`src/rtl/sys_ctrl_pkg.sv`:
```
// Shared definitions for the command controller: command codes, FSM states
// and the default register file locations of the ALU operands.
package sys_ctrl_pkg;

    localparam logic [7:0] CMD_WR      = 8'hAA;
    localparam logic [7:0] CMD_RD      = 8'hBB;
    localparam logic [7:0] CMD_ALU_OP  = 8'hCC;
    localparam logic [7:0] CMD_ALU_NOP = 8'hDD;

    localparam int OPA_ADDR_DEF = 0;
    localparam int OPB_ADDR_DEF = 1;

    typedef enum logic [3:0] {
        ST_IDLE     = 4'd0,
        ST_WR_ADDR  = 4'd1,
        ST_WR_DATA  = 4'd2,
        ST_RD_ADDR  = 4'd3,
        ST_RD_WAIT  = 4'd4,
        ST_OPA      = 4'd5,
        ST_OPB      = 4'd6,
        ST_FUNC     = 4'd7,
        ST_ALU_WAIT = 4'd8,
        ST_TX_LO    = 4'd9,
        ST_TX_HI    = 4'd10
    } state_t;

endpackage

```
`src/rtl/sys_ctrl_tx_seq.sv`:
```
// Result serializer: presents one or two bytes (LSB first) on a valid/ready
// interface, holding each byte stable until the transmitter accepts it.
module sys_ctrl_tx_seq #(
    parameter int DATA_WIDTH = 8
) (
    input  logic                    i_clk,
    input  logic                    i_rst,
    input  logic                    i_load,
    input  logic [1:0]              i_count,
    input  logic [2*DATA_WIDTH-1:0] i_word,
    input  logic                    i_tx_ready,
    output logic [DATA_WIDTH-1:0]   o_tx_data,
    output logic                    o_tx_valid,
    output logic                    o_fire,
    output logic                    o_last
);

    logic [DATA_WIDTH-1:0] r_data;
    logic [DATA_WIDTH-1:0] r_hi;
    logic                  r_valid;
    logic [1:0]            r_left;

    assign o_fire     = r_valid & i_tx_ready;
    assign o_last     = (r_left == 2'd1);
    assign o_tx_data  = r_data;
    assign o_tx_valid = r_valid;

    // Load a new result, or step to the next byte on each accepted transfer
    always_ff @(posedge i_clk) begin
        if (i_rst) begin
            r_data  <= '0;
            r_hi    <= '0;
            r_valid <= 1'b0;
            r_left  <= 2'd0;
        end else if (i_load) begin
            r_data  <= i_word[DATA_WIDTH-1:0];
            r_hi    <= i_word[2*DATA_WIDTH-1:DATA_WIDTH];
            r_valid <= (i_count != 2'd0);
            r_left  <= i_count;
        end else if (o_fire) begin
            if (r_left == 2'd2) begin
                r_data <= r_hi;
                r_left <= 2'd1;
            end else begin
                r_data  <= '0;
                r_valid <= 1'b0;
                r_left  <= 2'd0;
            end
        end else begin
            r_data  <= r_data;
            r_valid <= r_valid;
        end
    end

endmodule

```
`src/rtl/sys_cmd_ctrl.sv`:
```
// Byte-stream command controller: decodes write/read/ALU commands from the
// UART receiver, drives register file and ALU, and returns results via TX.
module sys_cmd_ctrl
    import sys_ctrl_pkg::*;
#(
    parameter int DATA_WIDTH    = 8,
    parameter int ADDR_WIDTH    = 4,
    parameter int ALU_OUT_WIDTH = 16,
    parameter int FUNC_WIDTH    = 4,
    parameter int OPA_ADDR      = OPA_ADDR_DEF,
    parameter int OPB_ADDR      = OPB_ADDR_DEF
) (
    input  logic                     i_clk,
    input  logic                     i_rst,
    input  logic [DATA_WIDTH-1:0]    i_rx_data,
    input  logic                     i_rx_valid,
    input  logic                     i_rx_err,
    output logic                     o_rf_wr_en,
    output logic                     o_rf_rd_en,
    output logic [ADDR_WIDTH-1:0]    o_rf_addr,
    output logic [DATA_WIDTH-1:0]    o_rf_wr_data,
    input  logic [DATA_WIDTH-1:0]    i_rf_rd_data,
    input  logic                     i_rf_rd_valid,
    output logic                     o_alu_en,
    output logic [FUNC_WIDTH-1:0]    o_alu_func,
    output logic                     o_clk_gate_en,
    input  logic [ALU_OUT_WIDTH-1:0] i_alu_out,
    input  logic                     i_alu_valid,
    output logic [DATA_WIDTH-1:0]    o_tx_data,
    output logic                     o_tx_valid,
    input  logic                     i_tx_ready,
    output logic                     o_busy,
    output logic                     o_drop
);

    state_t r_state;
    state_t w_state_nxt;

    logic                    r_rf_wr_en, r_rf_rd_en, r_alu_en, r_clk_gate_en, r_drop, r_busy;
    logic [ADDR_WIDTH-1:0]   r_rf_addr, r_addr;
    logic [DATA_WIDTH-1:0]   r_rf_wr_data;
    logic [FUNC_WIDTH-1:0]   r_alu_func, r_func;
    logic                    r_settle;

    logic                    w_rf_wr_en, w_rf_rd_en, w_alu_en, w_clk_gate_en, w_drop, w_settle;
    logic [ADDR_WIDTH-1:0]   w_rf_addr, w_addr;
    logic [DATA_WIDTH-1:0]   w_rf_wr_data;
    logic [FUNC_WIDTH-1:0]   w_alu_func, w_func;
    logic                    w_tx_load;
    logic [1:0]              w_tx_count;
    logic [2*DATA_WIDTH-1:0] w_tx_word;
    logic                    w_tx_fire, w_tx_last;
    logic                    w_rx_ok, w_is_cmd;

    assign w_rx_ok  = i_rx_valid & ~i_rx_err;
    assign w_is_cmd = (i_rx_data == DATA_WIDTH'(CMD_WR))     || (i_rx_data == DATA_WIDTH'(CMD_RD)) ||
                      (i_rx_data == DATA_WIDTH'(CMD_ALU_OP)) || (i_rx_data == DATA_WIDTH'(CMD_ALU_NOP));

    // State register
    always_ff @(posedge i_clk) begin
        if (i_rst) begin
            r_state <= ST_IDLE;
        end else begin
            r_state <= w_state_nxt;
        end
    end

    // Next-state decode; an errored byte aborts any partially received command
    always_comb begin
        w_state_nxt = r_state;
        case (r_state)
            ST_IDLE: begin
                if (w_rx_ok && (i_rx_data == DATA_WIDTH'(CMD_WR)))          w_state_nxt = ST_WR_ADDR;
                else if (w_rx_ok && (i_rx_data == DATA_WIDTH'(CMD_RD)))     w_state_nxt = ST_RD_ADDR;
                else if (w_rx_ok && (i_rx_data == DATA_WIDTH'(CMD_ALU_OP))) w_state_nxt = ST_OPA;
                else if (w_rx_ok && (i_rx_data == DATA_WIDTH'(CMD_ALU_NOP)))w_state_nxt = ST_FUNC;
                else                                                        w_state_nxt = ST_IDLE;
            end
            ST_WR_ADDR: w_state_nxt = i_rx_valid ? (i_rx_err ? ST_IDLE : ST_WR_DATA)  : r_state;
            ST_WR_DATA: w_state_nxt = i_rx_valid ? ST_IDLE : r_state;
            ST_RD_ADDR: w_state_nxt = i_rx_valid ? (i_rx_err ? ST_IDLE : ST_RD_WAIT)  : r_state;
            ST_RD_WAIT: w_state_nxt = i_rf_rd_valid ? ST_TX_LO : r_state;
            ST_OPA:     w_state_nxt = i_rx_valid ? (i_rx_err ? ST_IDLE : ST_OPB)      : r_state;
            ST_OPB:     w_state_nxt = i_rx_valid ? (i_rx_err ? ST_IDLE : ST_FUNC)     : r_state;
            ST_FUNC:    w_state_nxt = i_rx_valid ? (i_rx_err ? ST_IDLE : ST_ALU_WAIT) : r_state;
            ST_ALU_WAIT:w_state_nxt = (i_alu_valid && !r_settle) ? ST_TX_LO : r_state;
            ST_TX_LO:   w_state_nxt = w_tx_fire ? (w_tx_last ? ST_IDLE : ST_TX_HI) : r_state;
            ST_TX_HI:   w_state_nxt = w_tx_fire ? ST_IDLE : r_state;
            default:    w_state_nxt = ST_IDLE;
        endcase
    end

    // Output decode: next values of the registered strobes and data
    always_comb begin
        w_rf_wr_en    = 1'b0;
        w_rf_rd_en    = 1'b0;
        w_alu_en      = 1'b0;
        w_drop        = 1'b0;
        w_settle      = 1'b0;
        w_rf_addr     = r_rf_addr;
        w_rf_wr_data  = r_rf_wr_data;
        w_alu_func    = r_alu_func;
        w_clk_gate_en = r_clk_gate_en;
        w_addr        = r_addr;
        w_func        = r_func;
        w_tx_load     = 1'b0;
        w_tx_count    = 2'd0;
        w_tx_word     = {{DATA_WIDTH{1'b0}}, i_rf_rd_data};
        case (r_state)
            ST_IDLE:    w_drop = i_rx_valid & (i_rx_err | ~w_is_cmd);
            ST_WR_ADDR: begin
                w_drop = i_rx_valid & i_rx_err;
                w_addr = w_rx_ok ? i_rx_data[ADDR_WIDTH-1:0] : r_addr;
            end
            ST_WR_DATA: begin
                w_drop = i_rx_valid & i_rx_err;
                if (w_rx_ok) begin
                    w_rf_wr_en   = 1'b1;
                    w_rf_addr    = r_addr;
                    w_rf_wr_data = i_rx_data;
                end else begin
                    w_rf_wr_en   = 1'b0;
                end
            end
            ST_RD_ADDR: begin
                w_drop = i_rx_valid & i_rx_err;
                if (w_rx_ok) begin
                    w_rf_rd_en = 1'b1;
                    w_rf_addr  = i_rx_data[ADDR_WIDTH-1:0];
                end else begin
                    w_rf_rd_en = 1'b0;
                end
            end
            ST_OPA, ST_OPB: begin
                w_drop = i_rx_valid & i_rx_err;
                if (w_rx_ok) begin
                    w_rf_wr_en   = 1'b1;
                    w_rf_addr    = (r_state == ST_OPA) ? ADDR_WIDTH'(OPA_ADDR) : ADDR_WIDTH'(OPB_ADDR);
                    w_rf_wr_data = i_rx_data;
                end else begin
                    w_rf_wr_en   = 1'b0;
                end
            end
            ST_FUNC: begin
                w_drop = i_rx_valid & i_rx_err;
                if (w_rx_ok) begin
                    w_func        = i_rx_data[FUNC_WIDTH-1:0];
                    w_clk_gate_en = 1'b1;
                    w_settle      = 1'b1;
                end else begin
                    w_settle      = 1'b0;
                end
            end
            ST_RD_WAIT: begin
                w_drop     = i_rx_valid;
                w_tx_load  = i_rf_rd_valid;
                w_tx_count = 2'd1;
            end
            ST_ALU_WAIT: begin
                // Strobe the ALU one cycle after the clock gate opens
                w_drop     = i_rx_valid;
                w_tx_word  = i_alu_out;
                w_tx_count = 2'd2;
                if (r_settle) begin
                    w_alu_en   = 1'b1;
                    w_alu_func = r_func;
                end else if (i_alu_valid) begin
                    w_tx_load     = 1'b1;
                    w_clk_gate_en = 1'b0;
                end else begin
                    w_tx_load     = 1'b0;
                end
            end
            ST_TX_LO, ST_TX_HI: w_drop = i_rx_valid;
            default:            w_drop = 1'b0;
        endcase
    end

    // Registered outputs and command context
    always_ff @(posedge i_clk) begin
        if (i_rst) begin
            r_rf_wr_en    <= 1'b0;
            r_rf_rd_en    <= 1'b0;
            r_rf_addr     <= '0;
            r_rf_wr_data  <= '0;
            r_alu_en      <= 1'b0;
            r_alu_func    <= '0;
            r_clk_gate_en <= 1'b0;
            r_drop        <= 1'b0;
            r_busy        <= 1'b0;
            r_addr        <= '0;
            r_func        <= '0;
            r_settle      <= 1'b0;
        end else begin
            r_rf_wr_en    <= w_rf_wr_en;
            r_rf_rd_en    <= w_rf_rd_en;
            r_rf_addr     <= w_rf_addr;
            r_rf_wr_data  <= w_rf_wr_data;
            r_alu_en      <= w_alu_en;
            r_alu_func    <= w_alu_func;
            r_clk_gate_en <= w_clk_gate_en;
            r_drop        <= w_drop;
            r_busy        <= (w_state_nxt != ST_IDLE);
            r_addr        <= w_addr;
            r_func        <= w_func;
            r_settle      <= w_settle;
        end
    end

    sys_ctrl_tx_seq #(.DATA_WIDTH(DATA_WIDTH)) u_tx_seq (
        .i_clk      (i_clk),
        .i_rst      (i_rst),
        .i_load     (w_tx_load),
        .i_count    (w_tx_count),
        .i_word     (w_tx_word),
        .i_tx_ready (i_tx_ready),
        .o_tx_data  (o_tx_data),
        .o_tx_valid (o_tx_valid),
        .o_fire     (w_tx_fire),
        .o_last     (w_tx_last)
    );

    assign o_rf_wr_en    = r_rf_wr_en;
    assign o_rf_rd_en    = r_rf_rd_en;
    assign o_rf_addr     = r_rf_addr;
    assign o_rf_wr_data  = r_rf_wr_data;
    assign o_alu_en      = r_alu_en;
    assign o_alu_func    = r_alu_func;
    assign o_clk_gate_en = r_clk_gate_en;
    assign o_drop        = r_drop;
    assign o_busy        = r_busy;

endmodule

```
`config.mk`:
```
export PLATFORM = sky130hd
export DESIGN_NAME = sys_cmd_ctrl
export DESIGN_NICKNAME = d
export VERILOG_FILES = /design/src/rtl/sys_ctrl_pkg.sv /design/src/rtl/sys_ctrl_tx_seq.sv /design/src/rtl/sys_cmd_ctrl.sv
export SDC_FILE = /design/constraint.sdc
export NUM_CORES = 1
export LEC_CHECK = 0
export CORE_ASPECT_RATIO = 1.25
export CORE_MARGIN = 10
export CORE_UTILIZATION = 48
export CTS_CLUSTER_DIAMETER = 60
export DETAILED_ROUTE_END_ITERATION = 12
export GPL_ROUTABILITY_DRIVEN = 0
export PLACE_DENSITY_LB_ADDON = 0.3
export SYNTH_ARGS = -nofsm -noshare
export SYNTH_HDL_FRONTEND = slang
export SYNTH_SLANG_ARGS = --single-unit
```
`constraint.sdc`:
```
create_clock -name i_clk -period 2.4 [get_ports i_clk]
set_input_delay 0.24 -clock i_clk [delete_from_list [all_inputs] [get_ports i_clk]]
set_output_delay 0.24 -clock i_clk [all_outputs]
set_load 0.005 [all_outputs]
```
==> Word level (Yosys, flattened, before mapping) <==
Index checks and enable logic that the tools add are counted.
{ "totals": {"ff_bits": 54, "latch_bits": 0, "ram_bits": 0, "romBits": 0, "inputBits": 39, "out_inout_bits": 31, "wordCells": 128, "memories": 0} }
{ "classes": {"addsub": 0, "n_mul": 0, "div_mod_pow": 0, "order_cmp": 0, "eq_ne": 23, "n_shift": 0, "muxes": 47, "bitwise_logic": 11, "reduce_logical": 30} }
{ "op_table": {"columns": ["op", "n"], "rows": [
  ["4-bit 2-to-1 mux", 15],
  ["4-bit case mux with 11 select lines", 1],
  ["8-bit equality test (second input constant)", 4],
  ["8-bit 2-to-1 mux", 3],
  ["3-bit 2-to-1 mux", 7],
  ["4-bit by 3-bit equality test with 1-bit output (second input constant)", 4],
  ["16-bit 2-to-1 mux", 1],
  ["4-bit equality test (second input constant)", 3],
  ["1-bit 2-to-1 mux", 12],
  ["2-bit != test (second input constant)", 6],
  ["4-bit case mux with 3 select lines", 1],
  ["2-bit AND reduction", 5],
  ["2-bit OR reduction", 5],
  ["4-bit by 2-bit equality test with 1-bit output (second input constant)", 2],
  ["4-bit AND reduction", 2],
  ["2-bit 2-to-1 mux", 3],
  ["1-bit inverter", 6],
  ["2-bit nonzero test", 3],
  ["6-bit OR reduction", 1],
  ["1-bit logical AND", 5],
  ["1-bit bitwise AND", 4],
  ["4-bit by 1-bit equality test with 1-bit output (second input constant)", 1],
  ["4-bit zero test", 1],
  ["1-bit case mux with 2 select lines", 2],
  ["other kinds (12)", 14]
]} }

==> Depth between registers and ports, before layout <==
Gate-level depths: netlist (run 1).
{ "logic_depth": {"word_depth": 9, "ltp_mapped": 7} }

==> Modules after synthesis <==
From an unflattened synthesis (run 1), not the netlist that was laid out.
{ "hier_totals": {"cells_unflattened": 302, "area_unflattened_um2": 2601.2} }
{ "by_module_without_submodules": {"columns": ["module", "instances", "cells_each", "area_per_inst_um2"], "rows": [
  ["sys_cmd_ctrl", 1, 212, 1801.7],
  ["sys_ctrl_tx_seq", 1, 90, 799.5]
]} }

==> Least setup slack after synthesis (run 1) <==
OpenSTA, ideal clock, no wires.
{ "synth_timing": {"path_kind": "register -> register", "start": "register r_state[2]", "end": "register r_clk_gate_en (netlist: o_clk_gate_en)", "setup_time_ps": 123, "arrival_time_ps": 1540, "t_required_ps": 2277, "path_slack_ps": 737, "stages_incl_launch_ff": 7, "period_less_slack_ps": 1663, "cell_sequence": "dfxtp_1 -> buf_6 -> or4b_4 -> nor2_1 -> buf_4 -> nor3b_1 -> or2_2"} }
{ "synth_between": {"elab_chain_len": 3, "word_cells_on_any_way": 8} }
{ "synth_rtl": {"columns": ["element", "line_no", "source"], "rows": [
  ["start: declaration", "sys_cmd_ctrl.sv:36", "state_t r_state;"],
  ["start signal: assignment", "sys_cmd_ctrl.sv:64", "r_state <= w_state_nxt;"],
  ["4-bit by 3-bit equality test with 1-bit output / 4-bit equality test (equally long branches)", "sys_cmd_ctrl.sv:109", "case (r_state)"],
  ["2-bit != test (no line) / 2-bit nonzero test (equally long branches)", null, null],
  ["4-bit AND reduction (no line)", null, null],
  ["end signal: assignment", "sys_cmd_ctrl.sv:201", "r_clk_gate_en <= w_clk_gate_en;"],
  ["end: declaration", "sys_cmd_ctrl.sv:39", "logic r_rf_wr_en, r_rf_rd_en, r_alu_en, r_clk_gate_en, r_drop, r_busy;"]
]} }
Parallel ways exist; a longest one is shown, timed or not.
A chain may end at the register's enable or synchronous reset.

==> Final worst setup path (run 1) <==
{ "layout_timing": {"start": "register r_state[1]", "end": "register u_tx_seq.r_hi[7]"} }
{ "layout_between": {"elab_chain_len": 2, "word_cells_on_any_way": 4} }
{ "layout_rtl": {"columns": ["element", "line_no", "source"], "rows": [
  ["4-bit equality test / 4-bit by 3-bit equality test with 1-bit output (equally long branches)", "sys_cmd_ctrl.sv:109", null],
  ["1-bit case mux with 2 select lines / 16-bit 2-to-1 mux (equally long branches)", "sys_cmd_ctrl.sv:109", null],
  ["end signal: assignment", "sys_ctrl_tx_seq.sv:37", "r_hi <= i_word[2*DATA_WIDTH-1:DATA_WIDTH];"],
  ["end: declaration", "sys_ctrl_tx_seq.sv:19", "logic [DATA_WIDTH-1:0] r_hi;"]
]} }
Parallel ways exist; a longest one is shown, timed or not.

==> impl_metrics.tcl, run 1 <==
set metrics [dict create \
    dr.pass1.iters 4 \
    drt_iter0_markers 106 \
    fin_crit_sh_pct 81.1 \
    clk_pin_slew_ns 0.10 \
    start_util_pct 49.5 \
    ys_top_cells_by_area "dfxtp_1, nand2_1, mux2i_1, nor2_1, a21oi_1" \
    cts_sinks 54 \
    yosys_most_used_dff "dfxtp_1" \
    ant_nets 0 \
    vias_per_cell 5.50 \
    final-hold-violation-count 0 \
    postSynthAreaPerCell_um2 8.17 \
    fin_util_pct 66.1 \
    ys_warn_count 0 \
    synth-async-reset-ratio_pct 0 \
    port_buffers 69 \
    antenna_found_initial 0 \
    final_nets 417 \
    grt_start_max_net_pins 24 \
    post-cts-setup-buffers 0 \
    antennaDiodeCount 0 \
    die-area_um2 8550 \
    hold-path-endpoint "u_tx_seq.r_hi[3]" \
    rsz0062_at_grt "false" \
    cp-start-kind "flip-flop" \
    critPathMaxFanout 16 \
    layout-drive-gt1-share_pct 8.18 \
    wire_per_inst_um 15.9 \
    wirelength_um 6990 \
    dp.cells 433 \
    crit_path_end_kind "flip-flop" \
    grt_pass1_vias 2412 \
    max-clock-path-buffers 2 \
    dpl.hpwl_um 5460 \
    p_per_area_nw_per_um2 455 \
    rows 29 \
    syn_area_um2 2510 \
    worst_r2r_endpoint "u_tx_seq.r_hi[7]" \
    cts_tree "done" \
    grt_pass1_wl_um 11700 \
    required_ns 2.60 \
    r2r_cells 5 \
    remaining_drc_errors 0 \
    worst_pin_slew_ns 0.612 \
    total_power_mw 1.53 \
    reg2reg_from "r_state[1]" \
    stdcell_count 441 \
    vias 2427 \
    die_h_um 101 \
    slew_headroom_pct 59.1 \
    syn_nets 347 \
    core-area_um2 5080 \
    nFillCells 448 \
    yosysSeqAreaShare_pct 43.0 \
    whs_path_depth 2 \
    cts_inserted_buffers 5 \
    yosys.area.top_type "dfxtp_1" \
    setup_viol 0 \
    cts_root_buffer "clkbuf_8" \
    fin_crit_ns 1.95 \
    synth-seq-cells 54 \
    max-cap-violations 0 \
    arrival_ns 2.15 \
    synthTopCellsByCount "nand2_1, dfxtp_1, nor2_1" \
    final_area_um2 3360 \
    dieWidth_um 84.7 \
    postSynthCellCount 308 \
    synth_edf_count 0 \
    p_leak_nw 1.19 \
    place_area_um2 3270 \
    setup_tns_ns 0 \
    r2r_setup_slack_ns 0.45 \
    cts_hold_buf 0 \
    ir_worst_vdd_v 0.000480 \
    crit_type "reg -> reg" \
    yosysUniqueCellTypes 47 \
    clk_latency_ns 0.31 \
    area_growth_pct 33.5 \
    slew_violations 0 \
    finClkSkew_ns 0.00966 \
    boundaryPins 70 \
    hold_class "in -> reg" \
    worstHoldStart "i_rst" \
    status "finished clean" \
    fmax_mhz 514 \
    grt_overflow_total 0 \
    synth_top_area_share_pct 43.0 \
    yosysMostFrequentCell "nand2_1" \
    grt_usage_pct 16.5 \
    h-tree-depth 2 \
    ctsResizeCount 0 \
]
power breakdown:
part	leakage [nW]	internal, mW	switching (mW)	total, mW
registers	0.435	0.897	0.000965	0.898
logic	0.711	0.0745	0.0521	0.127
clock network	0.0441	0.205	0.299	0.504
sequential cells by signal (all words and copies together), names as in the netlist, 2 cells and up:
name	count
u_tx_seq.r_hi	8
o_rf_wr_data	8
u_tx_seq.r_left	2
o_alu_func	4
u_tx_seq.o_tx_data	8
r_state	4
r_addr	4
o_rf_addr	4
r_func	4
worst max-delay path, stage by stage, from the launching register on:
cell	delay [ns]
dfxtp_1	0.44
or4b_4	0.67
nor2_1	0.28
nor2_2	0.20
a22oi_1	0.19
nor2_1	0.06
layer usage:
layer  track usage [%]  vias to the layer above  wire length, um
met1              17.6                     1135             2830
met2              29.6                       67             3570
li1                  -                     1214                -
met5                 0                        -                0
met4              6.85                        0              172
met3              4.94                       11              410
cell families (layout without fill, tap and decap cells):
kind of cell | count (synthesis) | in the layout | share of synthesized area (%)
flip-flops | 54 | 54 | 43.0
multiplexers | 13 | 13 | 5.17
XOR/XNOR | 3 | 3 | 1.04
AO/OA/AOI/OAI | 67 | 67 | 17.9
AND/OR/NAND/NOR | 145 | 145 | 26.9
adder cells (fa/ha/maj) | 1 | 1 | 0.398
buffers and inverters | 25 | 96 | 5.62
layout make-up:
| class | count | area, um2 | area share [%] |
|---|---|---|---|
| clock buffers | 5 | 68.8 | 2.05 |
| clock inverters | 3 | 21.3 | 0.633 |
| inverters | 3 | 11.3 | 0.335 |
| multi-input cells | 229 | 1290 | 38.5 |
| flip-flops and latches | 54 | 1080 | 32.2 |
| well taps | 62 | 77.6 | 2.31 |
| repair buffers | 85 | 806 | 24.0 |
how the worst max path moves through the flow:
stage                     startpoint               end  slack (ns)
after global routing      r_state[2]  u_tx_seq.r_hi[6]        0.28
after detailed placement  i_rx_valid            o_busy        0.34
after floorplan           r_state[2]     o_clk_gate_en        0.74
final                     r_state[1]  u_tx_seq.r_hi[7]        0.45
after global placement    i_rx_valid            o_busy        0.44
after CTS                 r_state[1]  u_tx_seq.r_hi[7]        0.45
metrics by stage:
stage / hold WS (ns) / setup slack, ns
3_5_place_dp: 0.454 / 0.339
4_1_cts: 0.298 / 0.447
3_3_place_gp: 0.440 / 0.440
2_1_floorplan: 0.376 / 0.737
5_1_grt: 0.318 / 0.278
6_report: 0.301 / 0.454
cells in the final DEF (no fill, tap or decap), types with 2 or more instances in the layout:
cell	n
dfxtp_1	54
a31oi_1	11
nor2b_1	3
nor4b_1	2
nor3b_1	4
a21oi_1	19
a311oi_1	2
nand2b_1	2
mux2i_1	13
a22oi_1	12
nand2_1	66
inv_1	3
nor2_1	32
xnor2_1	2
nor3_1	5
nand3_1	17
buf_4	16
nand4bb_1	2
and2_1	2
clkdlybuf4s50_1	68
o2bb2ai_1	3
clkbuf_8	5
o21ai_0	9
Note: power is estimated with default switching activity, not from simulation.
==> run 2: changes to the inputs <==
--- a/config.mk
+++ b/config.mk
@@ -7,7 +7,7 @@
 export LEC_CHECK = 0
 export CORE_ASPECT_RATIO = 1.25
 export CORE_MARGIN = 10
-export CORE_UTILIZATION = 48
+export CORE_UTILIZATION = 43
 export CTS_CLUSTER_DIAMETER = 60
 export DETAILED_ROUTE_END_ITERATION = 12
 export GPL_ROUTABILITY_DRIVEN = 0
==> constraint.sdc (replaced) <==
create_clock -name i_clk -period 1.6 [get_ports i_clk]
set_input_delay 0.16 -clock i_clk [delete_from_list [all_inputs] [get_ports i_clk]]
set_output_delay 0.16 -clock i_clk [all_outputs]
set_load 0.005 [all_outputs]
==> impl_metrics.tcl, run 2 (same netlist as run 1, synthesis figures left out) <==
set metrics [dict create \
    status "finished, violations left" \
    violations "negative setup slack" \
    port_buffers 69 \
    crit_type "reg -> reg" \
    hold_class "in -> reg" \
    vias 2604 \
    core-area_um2 5740 \
    boundaryPins 70 \
    max-clock-path-buffers 2 \
    cts_sinks 54 \
    cp-start-kind "flip-flop" \
    worst_pin_slew_ns 0.426 \
    grt_pass1_wl_um 12300 \
    wire_per_inst_um 16.4 \
    cp_cell_sequence "or4b_4 -> o2bb2ai_4 -> buf_4 -> a311oi_2 -> a41oi_2" \
    finClkSkew_ns 0.00992 \
    critPathSlowestCell "or4b_4" \
    r2r_setup_slack_ns -0.01 \
    worst_r2r_endpoint "o_busy" \
    p_leak_nw 1.40 \
    slew_headroom_pct 71.6 \
    fin_crit_sh_pct 101 \
    dr.pass1.iters 4 \
    stdcell_count 475 \
    fin_crit_ns 1.61 \
    final_area_um2 3810 \
    crit_family "simple AND/OR/NAND/NOR gates" \
    cts_inserted_buffers 5 \
    start_util_pct 43.8 \
    die_h_um 106 \
    rows 31 \
    grt_start_max_net_pins 22 \
    cts_tree "done" \
    postLayoutSetupSlackWorst_ns -0.0101 \
    required_ns 1.83 \
    clk_latency_ns 0.30 \
    cp_num_buf_inv 1 \
    dp.cells 467 \
    p_per_area_nw_per_um2 629 \
    wirelength_um 7810 \
    area_growth_pct 51.5 \
    fin_util_pct 66.4 \
    setup_viol 1 \
    dpl.hpwl_um 5970 \
    rsz0062_at_grt "true" \
    r2r_cells 5 \
    clk_pin_slew_ns 0.10 \
    ant_nets 0 \
    grt_usage_pct 16.1 \
    antennaDiodeCount 0 \
    slew_violations 0 \
    final_cell_mix "clkdlybuf4s50_1, nand2_1, dfxtp_1" \
    final_nets 447 \
    cts_root_buffer "clkbuf_8" \
    reg2reg_from "r_state[0]" \
    h-tree-depth 2 \
    ir_worst_vdd_v 0.000478 \
    remaining_drc_errors 0 \
    drt_iter0_markers 130 \
    crit_end "o_busy" \
    max-cap-violations 0 \
    grt_overflow_total 0 \
    crit_path_end_kind "flip-flop" \
    vias_per_cell 5.48 \
    antenna_found_initial 0 \
    crit_cells 5 \
    dieWidth_um 88.4 \
    fmax_mhz 621 \
    final-hold-violation-count 0 \
    cts_hold_buf 0 \
    critPathMaxFanout 4 \
    place_area_um2 3560 \
    layout-drive-gt1-share_pct 21.8 \
    die-area_um2 9330 \
    max_stage_delay_ns 0.59 \
    worstSetupStartpoint "r_state[0]" \
    arrival_ns 1.84 \
    mostFrequentLayoutCell "clkdlybuf4s50_1" \
    grt_pass1_vias 2553 \
]
==> run 2: how the worst min path moves through the flow <==
| stage | start | end | slack [ns] | cells after the start |
|---|---|---|---|---|
| 3_3_place_gp | o_rf_addr[0] | o_rf_addr[0] | 0.44 | 2 |
| 5_1_grt | i_rst | u_tx_seq.r_left[1] | 0.25 | 2 |
| 2_1_floorplan | i_rx_data[0] | r_func[0] | 0.30 | 2 |
| 4_1_cts | i_rst | u_tx_seq.r_left[1] | 0.25 | 2 |
| 3_5_place_dp | o_alu_func[1] | o_alu_func[1] | 0.45 | 2 |
| 6_report | i_rst | u_tx_seq.r_left[1] | 0.25 | 2 |
==> run 2: layout make-up <==
| type | count | area [um2] |
|---|---|---|
| Clock buffer | 7 | 96.3 |
| Clock inverter | 1 | 8.76 |
| Fill cell | 484 | 1930 |
| Inverter | 3 | 11.3 |
| Multi-Input combinational cell | 229 | 1450 |
| Sequential cell | 54 | 1090 |
| Tap cell | 66 | 82.6 |
| Timing Repair Buffer | 115 | 1070 |
==> run 2: through the flow <==
stage / hold WS [ns] / TNS, ns / total power [mW] / worst slack [ns]
after floorplan: 0.296 / -0.0261 / 1.44 / -0.0261
after detailed placement: 0.455 / -3.76 / 1.59 / -0.217
after global placement: 0.442 / -2.79 / 1.58 / -0.143
after global routing: 0.250 / -1.47 / 2.48 / -0.113
after CTS: 0.248 / -0.0236 / 2.41 / -0.0188
final: 0.253 / -0.0101 / 2.40 / -0.0101
==> run 2: what timing repair did <==
item | 4_1_cts | 5_1_grt
gates resized for setup | 13 | 28
endpoints found under the setup margin | 24 | 37
pin swaps | 2 | 9
setup buffers | 1 | 0
==> run 2: routing by layer <==
metal	wire (um)	GRT usage (%)	part of all wire (%)	vias to the layer above
met4	121	4.98	1.5	0
met2	4220	29.5	54	91
met1	2980	17.2	38	1222
met5	0	0	0	-
li1	-	-	-	1279
met3	490	4.47	6.3	12
==> run 2: report_power, final <==
group          internal (mW)  total [mW]  leakage [nW]  switching, mW
registers               1.34        1.34         0.438        0.00107
clock network          0.398       0.838        0.0544          0.440
logic                  0.127       0.217         0.913         0.0892
total                   1.87        2.40          1.40          0.531
